<file path="config.mk">
export PLATFORM = sky130hd
export DESIGN_NAME = rptr_empty_fwft
export DESIGN_NICKNAME = d
export VERILOG_FILES = /design/src/rtl/fifo_pkg.sv /design/src/rtl/rd_skid_buf.sv /design/src/rtl/rptr_empty_fwft.sv
export SDC_FILE = /design/constraint.sdc
export NUM_CORES = 1
export LEC_CHECK = 0
export CELL_PAD_IN_SITES_DETAIL_PLACEMENT = 1
export CELL_PAD_IN_SITES_GLOBAL_PLACEMENT = 1
export CORE_ASPECT_RATIO = 1.25
export CORE_MARGIN = 10
export CORE_UTILIZATION = 35
export DETAILED_ROUTE_END_ITERATION = 8
export PLACE_DENSITY = 0.81
export SYNTH_ARGS = -nofsm -noshare
export SYNTH_HDL_FRONTEND = slang
export SYNTH_SLANG_ARGS = --single-unit
</file>
<file path="constraint.sdc">
create_clock -name rclk -period 5.1 [get_ports rclk]
set_input_delay 0.765 -clock rclk [delete_from_list [all_inputs] [get_ports rclk]]
set_output_delay 0.765 -clock rclk [all_outputs]
set_load 0.02 [all_outputs]
</file>
<file path="src/rtl/fifo_pkg.sv">
// Shared helpers for the dual-clock FIFO pointer logic (read and write sides).
package fifo_pkg;

  localparam int unsigned DefAddrSize = 4;
  localparam int unsigned DefDataSize = 8;

  // Pointer helpers work on a zero-extended 32-bit vector. Callers extend their
  // ADDRSIZE+1 pointer in and truncate the result back. Zero upper bits do not
  // disturb either conversion, so one function serves every ADDRSIZE.
  function automatic logic [31:0] bin2gray(input logic [31:0] b);
    return b ^ (b >> 1);
  endfunction

  function automatic logic [31:0] gray2bin(input logic [31:0] g);
    logic [31:0] b;
    b[31] = g[31];
    for (int i = 30; i >= 0; i--) begin
      b[i] = b[i+1] ^ g[i];
    end
    return b;
  endfunction

endpackage

</file>
<file path="src/rtl/rd_skid_buf.sv">
// Two-entry output buffer in arrival order, presenting the oldest word as rdata.
module rd_skid_buf #(
  parameter int unsigned DATASIZE = 8
) (
  input  logic                rclk,
  input  logic                rrst_n,
  input  logic                in_valid,
  input  logic [DATASIZE-1:0] in_data,
  input  logic                pop,
  output logic [DATASIZE-1:0] rdata,
  output logic                rvalid,
  output logic [1:0]          buf_cnt
);

  logic [DATASIZE-1:0] head_q, head_d;
  logic [DATASIZE-1:0] tail_q, tail_d;
  logic [1:0]          cnt_q, cnt_d;

  // Next-state: push into the first free slot, pop shifts tail into head.
  // The caller guarantees no push into a full buffer and no pop when empty.
  always_comb begin
    head_d = head_q;
    tail_d = tail_q;
    cnt_d  = cnt_q;
    case ({in_valid, pop})
      2'b10: begin
        if (cnt_q == 2'd0) head_d = in_data;
        else               tail_d = in_data;
        cnt_d = cnt_q + 2'd1;
      end
      2'b01: begin
        head_d = tail_q;
        cnt_d  = cnt_q - 2'd1;
      end
      2'b11: begin
        // Count unchanged; the arriving word lands behind whatever remains.
        if (cnt_q == 2'd1) begin
          head_d = in_data;
        end else begin
          head_d = tail_q;
          tail_d = in_data;
        end
      end
      default: ;
    endcase
  end

  // Buffer state register.
  always_ff @(posedge rclk or negedge rrst_n) begin
    if (!rrst_n) begin
      head_q <= '0;
      tail_q <= '0;
      cnt_q  <= 2'd0;
    end else begin
      head_q <= head_d;
      tail_q <= tail_d;
      cnt_q  <= cnt_d;
    end
  end

  assign rdata   = head_q;
  assign rvalid  = (cnt_q != 2'd0);
  assign buf_cnt = cnt_q;

endmodule

</file>
<file path="src/rtl/rptr_empty_fwft.sv">
// Read-side FIFO control: Gray/binary read pointer, empty/almost-empty/level
// flags, memory read issue and first-word-fall-through output.
module rptr_empty_fwft
  import fifo_pkg::*;
#(
  parameter int unsigned ADDRSIZE  = DefAddrSize,
  parameter int unsigned DATASIZE  = DefDataSize,
  parameter int unsigned AEMPTY_TH = 2
) (
  input  logic                rclk,
  input  logic                rrst_n,
  input  logic [ADDRSIZE:0]   rq2_wptr,
  output logic [ADDRSIZE:0]   rptr,
  output logic [ADDRSIZE-1:0] raddr,
  output logic                rren,
  input  logic [DATASIZE-1:0] rmem_data,
  output logic [DATASIZE-1:0] rdata,
  output logic                rvalid,
  input  logic                rready,
  output logic                rempty,
  output logic                raempty,
  output logic [ADDRSIZE:0]   rlevel
);

  localparam int unsigned PtrW = ADDRSIZE + 1;

  logic [PtrW-1:0] rbin_q, rbin_d;
  logic [PtrW-1:0] rptr_q, rptr_d;
  logic [PtrW-1:0] rlevel_q, rlevel_d;
  logic [PtrW-1:0] wbin_s;
  logic            rempty_q, rempty_d;
  logic            raempty_q, raempty_d;
  logic            inflight_q;
  logic [1:0]      buf_cnt;
  logic [2:0]      occ;
  logic            pop;
  logic            space;

  // Read issue and next pointer/flag values. A read is issued only when the
  // buffer can absorb it next cycle, counting the word already in flight.
  always_comb begin
    pop       = rvalid & rready;
    occ       = {1'b0, buf_cnt} + {2'b00, inflight_q} - {2'b00, pop};
    space     = (occ < 3'd2);
    rren      = ~rempty_q & space;
    rbin_d    = rbin_q + {{ADDRSIZE{1'b0}}, rren};
    rptr_d    = PtrW'(bin2gray(32'(rbin_d)));
    wbin_s    = PtrW'(gray2bin(32'(rq2_wptr)));
    // Compare against the next pointer so a write landing with the last read
    // keeps the FIFO non-empty.
    rempty_d  = (rptr_d == rq2_wptr);
    rlevel_d  = wbin_s - rbin_d;
    raempty_d = (32'(rlevel_d) <= AEMPTY_TH);
  end

  // Pointer, flag and in-flight registers.
  always_ff @(posedge rclk or negedge rrst_n) begin
    if (!rrst_n) begin
      rbin_q     <= '0;
      rptr_q     <= '0;
      rlevel_q   <= '0;
      rempty_q   <= 1'b1;
      raempty_q  <= 1'b1;
      inflight_q <= 1'b0;
    end else begin
      rbin_q     <= rbin_d;
      rptr_q     <= rptr_d;
      rlevel_q   <= rlevel_d;
      rempty_q   <= rempty_d;
      raempty_q  <= raempty_d;
      inflight_q <= rren;
    end
  end

  rd_skid_buf #(
    .DATASIZE (DATASIZE)
  ) u_buf (
    .rclk     (rclk),
    .rrst_n   (rrst_n),
    .in_valid (inflight_q),
    .in_data  (rmem_data),
    .pop      (pop),
    .rdata    (rdata),
    .rvalid   (rvalid),
    .buf_cnt  (buf_cnt)
  );

  assign rptr    = rptr_q;
  assign raddr   = rbin_q[ADDRSIZE-1:0];
  assign rempty  = rempty_q;
  assign raempty = raempty_q;
  assign rlevel  = rlevel_q;

endmodule

</file>
==> results of run 1 <==
cell type report:
class,instances,area share
multi-input cells,103,0.361
clock inverters,3,0.00846
flip-flops and latches,35,0.371
inverters,11,0.0175
well taps,62,0.0328
clock buffers,5,0.0291
repair buffers,43,0.180
flip-flops by register name, summed over array words and instances, names as in the netlist:
register	count
inflight_q	1
raempty	1
rbin_q	5
rempty	1
rlevel	5
rptr	4
u_buf.buf_cnt	2
u_buf.rdata	8
u_buf.tail_q	8
worst max-delay path, cell delays in order:
cell and delay [ns]:
clkdlybuf4s50_1 0.52, nand2b_1 0.13, nor2_1 0.20, o21ai_0 0.16
fa_1 0.40, xor2_1 0.15, nor3b_1 0.29, ha_1 0.28
ha_1 0.26, inv_1 0.11, fa_1 0.46, a21o_1 0.19
a21oi_1 0.16, xnor3_1 0.26, a2111oi_2 0.28
logic make-up after synthesis:
family,count (synthesis)
flip-flops,35
adder cells (fa/ha/maj),12
buffers and inverters,14
AO/OA/AOI/OAI,30
XOR/XNOR,23
multiplexers,8
AND/OR/NAND/NOR,30
through the flow:
step / hold slack (ns) / worst slack [ns] / cells
CTS: 0.517 / 0.614 / 262
floorplan: 0.469 / 0.733 / 152
global route: 0.530 / 0.301 / 262
global placement: 0.489 / 0.563 / 254
detailed placement: 0.498 / 0.352 / 254
finish: 0.511 / 0.658 / 262
layer usage:
| layer | share of wire | wire length (um) | vias up |
|---|---|---|---|
| met5 | 0 | 0 | - |
| met4 | 0.014 | 59 | 0 |
| met3 | 0.038 | 158 | 5 |
| met2 | 0.56 | 2330 | 25 |
| met1 | 0.39 | 1640 | 619 |
| li1 | - | - | 610 |
layout by cell type (no fill, tap or decap), types with 2 or more instances in the layout:
master and count:
a2111oi_2 2, a21oi_1 10, nand2_1 5, or3_1 2, nand3_1 3, xnor2_1 9, or2_2 2, dfrtp_1 33
mux2_2 8, a22oi_1 9, o21ai_0 3, xor2_1 11, fa_1 2, nor2b_1 2, buf_4 2, ha_1 10
xnor3_1 2, clkinvlp_4 2, nor2_1 10, dfstp_2 2, clkdlybuf4s50_1 41, nand3b_1 2, clkbuf_8 5, inv_1 11
path summary, 6_finish.rpt:
path                                                   start                     endpoint  slack [ns]
worst max-delay path                                  rready            raempty$_DFF_PN1_        0.66
worst min-delay path             u_buf.tail_q[7]$_DFFE_PN0P_  u_buf.tail_q[7]$_DFFE_PN0P_        0.51
worst max register to register  u_buf.buf_cnt[1]$_DFFE_PN0P_            raempty$_DFF_PN1_        0.81
worst min register to register   u_buf.tail_q[7]$_DFFE_PN0P_  u_buf.tail_q[7]$_DFFE_PN0P_        0.51
max in group asynchronous                             rrst_n             rempty$_DFF_PN1_        3.87
min in group asynchronous                             rrst_n            rptr[3]$_DFF_PN0_        0.88
power by group through the flow:
stage          registers (uW)  clock network [uW]  logic [uW]
2_1_floorplan             636                   0         749
3_3_place_gp              539                   0        1250
3_5_place_dp              544                   0        1280
4_1_cts                   540                 208        1300
5_1_grt                   561                 218        1410
6_report                  538                 200        1260
==> results.tsv, run 1 <==
stage	metric	value	unit
status	status	complete, no violations	
timing	worst clock skew	0.00898	ns
synth	post-synthesis register bit count	35	
cts	Clock Path Buffers	2	
synth	Cell variety after synth	33	
cells_and_area	Final Core Density	0.473	
cells_and_area	FILL cells	571	
synth	most common cell in the netlist	dfrtp_1	
setup_path	Arr. time, crit path	4.63	ns
die	Die Ht	100	um
grt	largest net degree at the start of global routing	36	
timing	RSZ-0062 raised after global routing	no	
placement	GP Congestion	0.746	
placement	DP HPWL	3330	um
grt	initial antenna violation count	0	
cts	Hold Buf Count CTS	0	
synth	Post-synth EDFFs	0	
grt	GR Layer Usage met2	0.191	
cts	CTS tree	done	
grt	number of global-route vias before repair	1475	
power	sw frac	0.430	
detailed_routing	DR WL/cell	16.0	um
power	Pwr Density	846	mW/mm2
synth	Post-Synth XOR/XNOR Area	0.132	
power	VDD IR max	0.524	mV
timing	worst-margin pin slew	1.09	ns
cts	Num Clock Sinks	35	
setup_path	Reg2Reg Depth	16	
die	num rows	29	
setup_path	Crit Path Max Fanout	6	
grt	met1 Use GR	0.105	
synth	post-synthesis adder-cell area fraction	0.0921	
die	total core area	0.00501	mm2
detailed_routing	Total Wirelength	4180	um
synth	Yosys warnings	0	
detailed_routing	DR DRC count	0	
timing	final hold violation count	0	
die	I/O pins	42	
placement	Post-DP Area	0.00228	mm2
min_path	hold path cells	1	
detailed_routing	via count	1259	
synth	top_reg_cell synth	dfrtp_1	
synth	post-synthesis async set-or-reset flop share	1.00	
synth	post-synthesis simple-gate area fraction	0.0858	
synth	mux contribution to synthesized area	0.0502	
die	initial core utilization	0.358	
cts	H-tree Lvls	2	
power	switching pwr	861	uW
detailed_routing	vias per std cell	4.81	
grt	GRT Util Overall	0.103	
cts	Post-CTS Resized	0	
timing	Tmin final	4.44	ns
flow_run	max cap viols	0	
power	Power, Total	2000	uW
grt	met3 Use GR	0.0267	
cts	clock transition at the registers of the reported paths	0.08	ns
cts	Post-CTS Setup Inserts	0	
cts	total CTS buffers	5	
power	clock share of power	0.100	
setup_path	CP required	5.29	ns
synth	Syn Std Cell Area	0.00179	mm2
die	Die Width	84.0	um
grt	GR peak layer	met2	
cts	Root Driver	clkbuf_8	
timing	FMAX	225	MHz
grt	first-pass GRT wire length	7110	um
cells_and_area	final instance area	0.00237	mm2
synth	main combinational cell family by area after synthesis	XOR/XNOR gates	
synth	post-synthesis compound-gate area fraction	0.117	
grt	Overflow after GRT	0	
cells_and_area	Antenna diodes	0	
synth	sequential share of the synthesized area	0.490	
die	Die ar.	0.00840	mm2
synth	most frequent cells after synthesis	dfrtp_1, inv_1, xor2_1	
synth	top cell type's share of synthesized area	0.461	
cells_and_area	Sequential Area	878	um2
power	part of the power in registers	0.269	
detailed_routing	Routed Antenna Nets	0	
synth	Mapped Cells	152	
synth	Area contributors post-synth	dfrtp_1, ha_1, xor2_1, mux2_2, xnor2_1	
timing	max-slew violation count	0	
power	internal power	1140	uW
synth	Mean Syn Cell Area	11.8	um2
synth	Net Count, Synth	180	
cells_and_area	Multi-input gate area	855	um2
setup_path	Crit. End Element	flop	
cts	clk_lat worst skew	0.29	ns
setup_path	critical path class	input port to flop	
power	combinational power share	0.631	
synth	Synth area leader	dfrtp_1	
detailed_routing	DR iter-0 viols	60	
min_path	Hold Crit Class	flop to flop	
timing	worst rel slew slack	0.265	
cells_and_area	fin nets	227	
cells_and_area	area grow syn2layout	32.0	%
cells_and_area	layout cells sized above 1	0.130	
placement	Port Buf Inserts	41	
timing	post-route setup TNS	0	ns
setup_path	CP Launch Type	input port	
detailed_routing	1st-pass router iterations	3	
timing	setup violators final	0	
timing	crit share post-route	0.871	
power	LEAKAGE	0.00102	uW
Note: power is estimated with default switching activity, not from simulation.
==> run 2: changes to the inputs <==
- clock period: 5.1 -> 4.2 ns (I/O delays scaled with it)
==> results.tsv, run 2 (same netlist as run 1, synthesis figures left out) <==
stage	metric	value	unit
timing	crit share post-route	0.932	
detailed_routing	DR WL/cell	16.1	um
grt	first-pass GRT wire length	7520	um
placement	Port Buf Inserts	41	
cells_and_area	Sequential Area	880	um2
detailed_routing	DR DRC count	0	
placement	DP HPWL	3470	um
die	initial core utilization	0.358	
cells_and_area	Final Core Density	0.496	
die	Die Ht	100	um
timing	final hold violation count	0	
placement	Placement Setup Slack	-0.0627	ns
cts	Root Driver	clkbuf_8	
cts	Post-CTS Resized	0	
cts	clock transition at the registers of the reported paths	0.07	ns
grt	Overflow after GRT	0	
detailed_routing	1st-pass router iterations	4	
placement	Post-DP Area	0.00236	mm2
timing	FMAX	255	MHz
cells_and_area	layout cells sized above 1	0.195	
cells_and_area	Antenna diodes	0	
setup_path	Crit Path Max Fanout	3	
cts	total CTS buffers	5	
power	VDD IR max	0.440	mV
placement	GP Congestion	0.763	
setup_path	CP required	4.38	ns
cells_and_area	fin nets	237	
timing	Tmin final	3.91	ns
cts	Clock Path Buffers	2	
detailed_routing	via count	1334	
timing	worst rel slew slack	0.286	
cells_and_area	commonest non-fill, non-tap cell in the layout	clkdlybuf4s50_1	
timing	worst-margin pin slew	1.06	ns
timing	worst clock skew	0.0119	ns
grt	initial antenna violation count	0	
die	total core area	0.00501	mm2
grt	largest net degree at the start of global routing	36	
die	Die Width	84.0	um
die	Die ar.	0.00840	mm2
status	status	complete, no violations	
die	I/O pins	42	
power	LEAKAGE	0.00109	uW
cts	CTS tree	done	
setup_path	critical path class	input port to flop	
timing	setup violators final	0	
setup_path	Arr. time, crit path	4.10	ns
timing	max-slew violation count	0	
cells_and_area	FILL cells	565	
cts	H-tree Lvls	2	
cts	Post-CTS Setup Inserts	0	
cts	Num Clock Sinks	35	
die	num rows	29	
setup_path	Crit. End Element	flop	
timing	RSZ-0062 raised after global routing	no	
timing	final worst setup slack	0.286	ns
cells_and_area	final instance area	0.00248	mm2
cts	Hold Buf Count CTS	0	
setup_path	CP Launch Type	input port	
grt	GRT Util Overall	0.109	
cells_and_area	area grow syn2layout	38.5	%
cells_and_area	Multi-input gate area	872	um2
detailed_routing	vias per std cell	4.90	
flow_run	max cap viols	0	
detailed_routing	DR iter-0 viols	18	
power	Pwr Density	1050	mW/mm2
cells_and_area	most frequent cells in the layout	clkdlybuf4s50_1, dfrtp_1, buf_4	
detailed_routing	Routed Antenna Nets	0	
grt	number of global-route vias before repair	1562	
cts	clk_lat worst skew	0.29	ns
min_path	Hold Crit Class	flop to flop	
detailed_routing	Total Wirelength	4370	um
run 2: cell count changes in the layout (fill, tap and decap cells not counted), sizes merged:
| cell | change |
|---|---|
| buf | +10 |
| clkinvlp | -2 |
| bufinv | +1 |
| clkinv | +1 |
run 2: report_power, final:
group	internal, uW	leakage [uW]	switching [uW]	total (uW)
sequential	534	0.000406	119	653
clock	177	0.0000581	127	304
combinational	830	0.000628	829	1660
run 2: worst paths after layout:
kind                                         startpoint                           to  slack (ns)  cells after the start
min                         u_buf.tail_q[0]$_DFFE_PN0P_  u_buf.tail_q[0]$_DFFE_PN0P_        0.51                      1
max                                              rready            raempty$_DFF_PN1_        0.29                     15
max reg2reg                u_buf.buf_cnt[0]$_DFFE_PN0P_            raempty$_DFF_PN1_        0.39                     16
min reg2reg                 u_buf.tail_q[0]$_DFFE_PN0P_  u_buf.tail_q[0]$_DFFE_PN0P_        0.51                      1
min in group asynchronous                        rrst_n   u_buf.rdata[4]$_DFFE_PN0P_        0.75                      2
max in group asynchronous                        rrst_n             rempty$_DFF_PN1_        3.09                      2
run 2: cell type report:
class                      instances  area share
clock inverter                     3      0.0176
tap                               62      0.0312
timing repair buffer              53       0.202
multi-input combinational        103       0.351
clock buffer                       5      0.0277
sequential                        35       0.354
inverter                          11      0.0166
run 2: stage by stage:
stage | hold WS, ns | power (uW) | instances | TNS [ns]
after floorplan | 0.334 | 1690 | 152 | 0
after global placement | 0.489 | 2280 | 264 | 0
after detailed placement | 0.498 | 2340 | 264 | -0.0627
after CTS | 0.516 | 2660 | 272 | 0
after global routing | 0.521 | 2860 | 272 | 0
final | 0.510 | 2620 | 272 | 0
run 2: routing by layer:
metal,vias up,global-route usage,part of all wire
li1,636,-,-
met1,668,0.110,0.36
met2,24,0.204,0.58
met3,6,0.0357,0.045
met4,0,0.0387,0.014
met5,-,0,0
run 2: critical path: stages:
cell	delay, ns
clkdlybuf4s50_1	0.54
nand2b_4	0.08
nor2_1	0.14
o21ai_0	0.13
fa_1	0.39
xor2_1	0.16
nor3b_2	0.20
ha_2	0.22
ha_1	0.23
inv_1	0.11
ha_1	0.23
nor2b_1	0.13
o21a_1	0.17
or3_1	0.35
a2111oi_2	0.38
==> run 3: changes to the inputs <==
- CORE_UTILIZATION: 35 -> 49
- DONT_BUFFER_PORTS: unset -> 1
- PLACE_DENSITY: 0.81 -> 0.87
==> results.tsv, run 3 (same netlist as run 1, synthesis figures left out) <==
stage	metric	value	unit
detailed_routing	Routed Antenna Nets	0	
detailed_routing	routed wl met2	2470	um
die	total core area	0.00351	mm2
cts	total CTS buffers	5	
setup_path	CP startpoint	u_buf.buf_cnt[1]$_DFFE_PN0P_	
setup_path	Reg2Reg Launch Point	u_buf.buf_cnt[1]$_DFFE_PN0P_	
cells_and_area	fin nets	188	
timing	post-route setup TNS	0	ns
status	status	complete, no violations	
die	Die Ht	87.6	um
cells_and_area	final instance area	0.00199	mm2
setup_path	Cell Chain, Critical Path	inv_1 > ha_4 > nand2b_4 > inv_1 > nor2_1 > o21ai_1 > fa_1 > xor2_1 > nor3b_2 > ha_2 > ha_2 > inv_1 > ha_1 > nor2b_1 > o21a_1 > or3_1 > a2111oi_4	
detailed_routing	WL met3	403	um
placement	DP HPWL	3340	um
grt	initial antenna violation count	0	
timing	crit share post-route	0.943	
timing	setup violators final	0	
setup_path	critical path class	flop to flop	
cells_and_area	area grow syn2layout	10.9	%
grt	Overflow after GRT	0	
cts	clk_lat worst skew	0.29	ns
cts	H-tree Lvls	2	
die	I/O pins	42	
timing	Tmin final	3.96	ns
setup_path	Crit. End Element	flop	
detailed_routing	via count	1147	
die	Die ar.	0.00649	mm2
cts	clock transition at the registers of the reported paths	0.07	ns
cells_and_area	Finished Layout Cells	200	
setup_path	crit-path most repeated cell	inv_1	
setup_path	reg2reg end	raempty$_DFF_PN1_	
placement	Post-DP Area	0.00184	mm2
setup_path	CP required	4.40	ns
detailed_routing	Top Layer Used	met4	
timing	RSZ-0062 raised after global routing	no	
setup_path	reg-to-reg setup timing slack	0.24	ns
detailed_routing	Total Wirelength	4410	um
cells_and_area	layout cells sized above 1	0.211	
grt	number of global-route vias before repair	1355	
detailed_routing	1st-pass router iterations	4	
detailed_routing	DR iter-0 viols	44	
cts	Clock Path Buffers	2	
setup_path	Reg2Reg Depth	17	
placement	GP Congestion	0.801	
detailed_routing	Metal-1 WL	1450	um
grt	largest net degree at the start of global routing	36	
placement	Port Buf Inserts	0	
setup_path	CP max stage delay	0.44	ns
timing	worst-margin pin slew	1.03	ns
setup_path	Crit Path Max Fanout	6	
timing	FMAX	252	MHz
flow_run	max cap viols	0	
timing	final hold violation count	0	
detailed_routing	vias per std cell	5.74	
timing	max-slew violation count	0	
detailed_routing	DR DRC count	0	
cts	Num Clock Sinks	35	
die	initial core utilization	0.510	
setup_path	CP Launch Type	flop	
setup_path	Crit path buffers/inverters	3	
timing	worst clock skew	0.00418	ns
grt	first-pass GRT wire length	7020	um
die	Die Width	74.1	um
die	num rows	24	
setup_path	Crit path max-delay family	adder cells	
cts	Root Driver	clkbuf_8	
timing	worst rel slew slack	0.310	
cts	CTS tree	done	
cells_and_area	commonest non-fill, non-tap cell in the layout	dfrtp_1	
placement	Placed Cells incl. Taps	189	
timing	Hold WS	0.0263	ns
cells_and_area	most frequent cells in the layout	dfrtp_1, inv_1, xor2_1	
setup_path	CP max stage cell	dfrtp_2	
cells_and_area	Antenna diodes	0	
grt	GRT Util Overall	0.141	
setup_path	Arr. time, crit path	4.16	ns
detailed_routing	DR WL/cell	22.0	um
min_path	Hold Crit Class	input port to async pin	
## run 3: timing repair
item,CTS,global route
buffers inserted,0,2
hold buffers,0,1
resized for setup,3,7
hold endpoints to repair,0,4
endpoints found under the setup margin,1,3
## run 3: cell type report
type	instances	area (um2)
fillers	371	1530
inverters	11	41.3
multi-input cells	103	900
repair buffers	4	32.5
flip-flops and latches	35	881
well taps	39	48.8
clock buffers	6	72.6
clock inverters	2	12.5
## run 3: worst max-delay path by stage
| stage | endpoint | slack (ns) | cells past startpoint |
|---|---|---|---|
| after floorplan | raempty$_DFF_PN1_ | 0.11 | 16 |
| after global placement | raempty$_DFF_PN1_ | 0.22 | 16 |
| after CTS | raempty$_DFF_PN1_ | 0.01 | 16 |
| final | raempty$_DFF_PN1_ | 0.24 | 17 |
| after detailed placement | raempty$_DFF_PN1_ | -0.16 | 16 |
| after global routing | raempty$_DFF_PN1_ | 0.01 | 17 |
## run 3: layer usage
layer	GRT usage	up-vias
li1	-	534
met3	0.0691	8
met1	0.138	571
met5	0	-
met2	0.250	34
met4	0.0458	0
## run 3: per-stage QoR
step | worst slack (ns) | utilization
global route | 0.00955 | 0.566
detailed placement | -0.156 | 0.522
finish | 0.238 | 0.566
global placement | 0.224 | 0.522
CTS | 0.0105 | 0.548
floorplan | 0.112 | -
Power of run 3 is not shown: default switching activity piles up to over one toggle a cycle in this logic, so the estimate is an artifact.
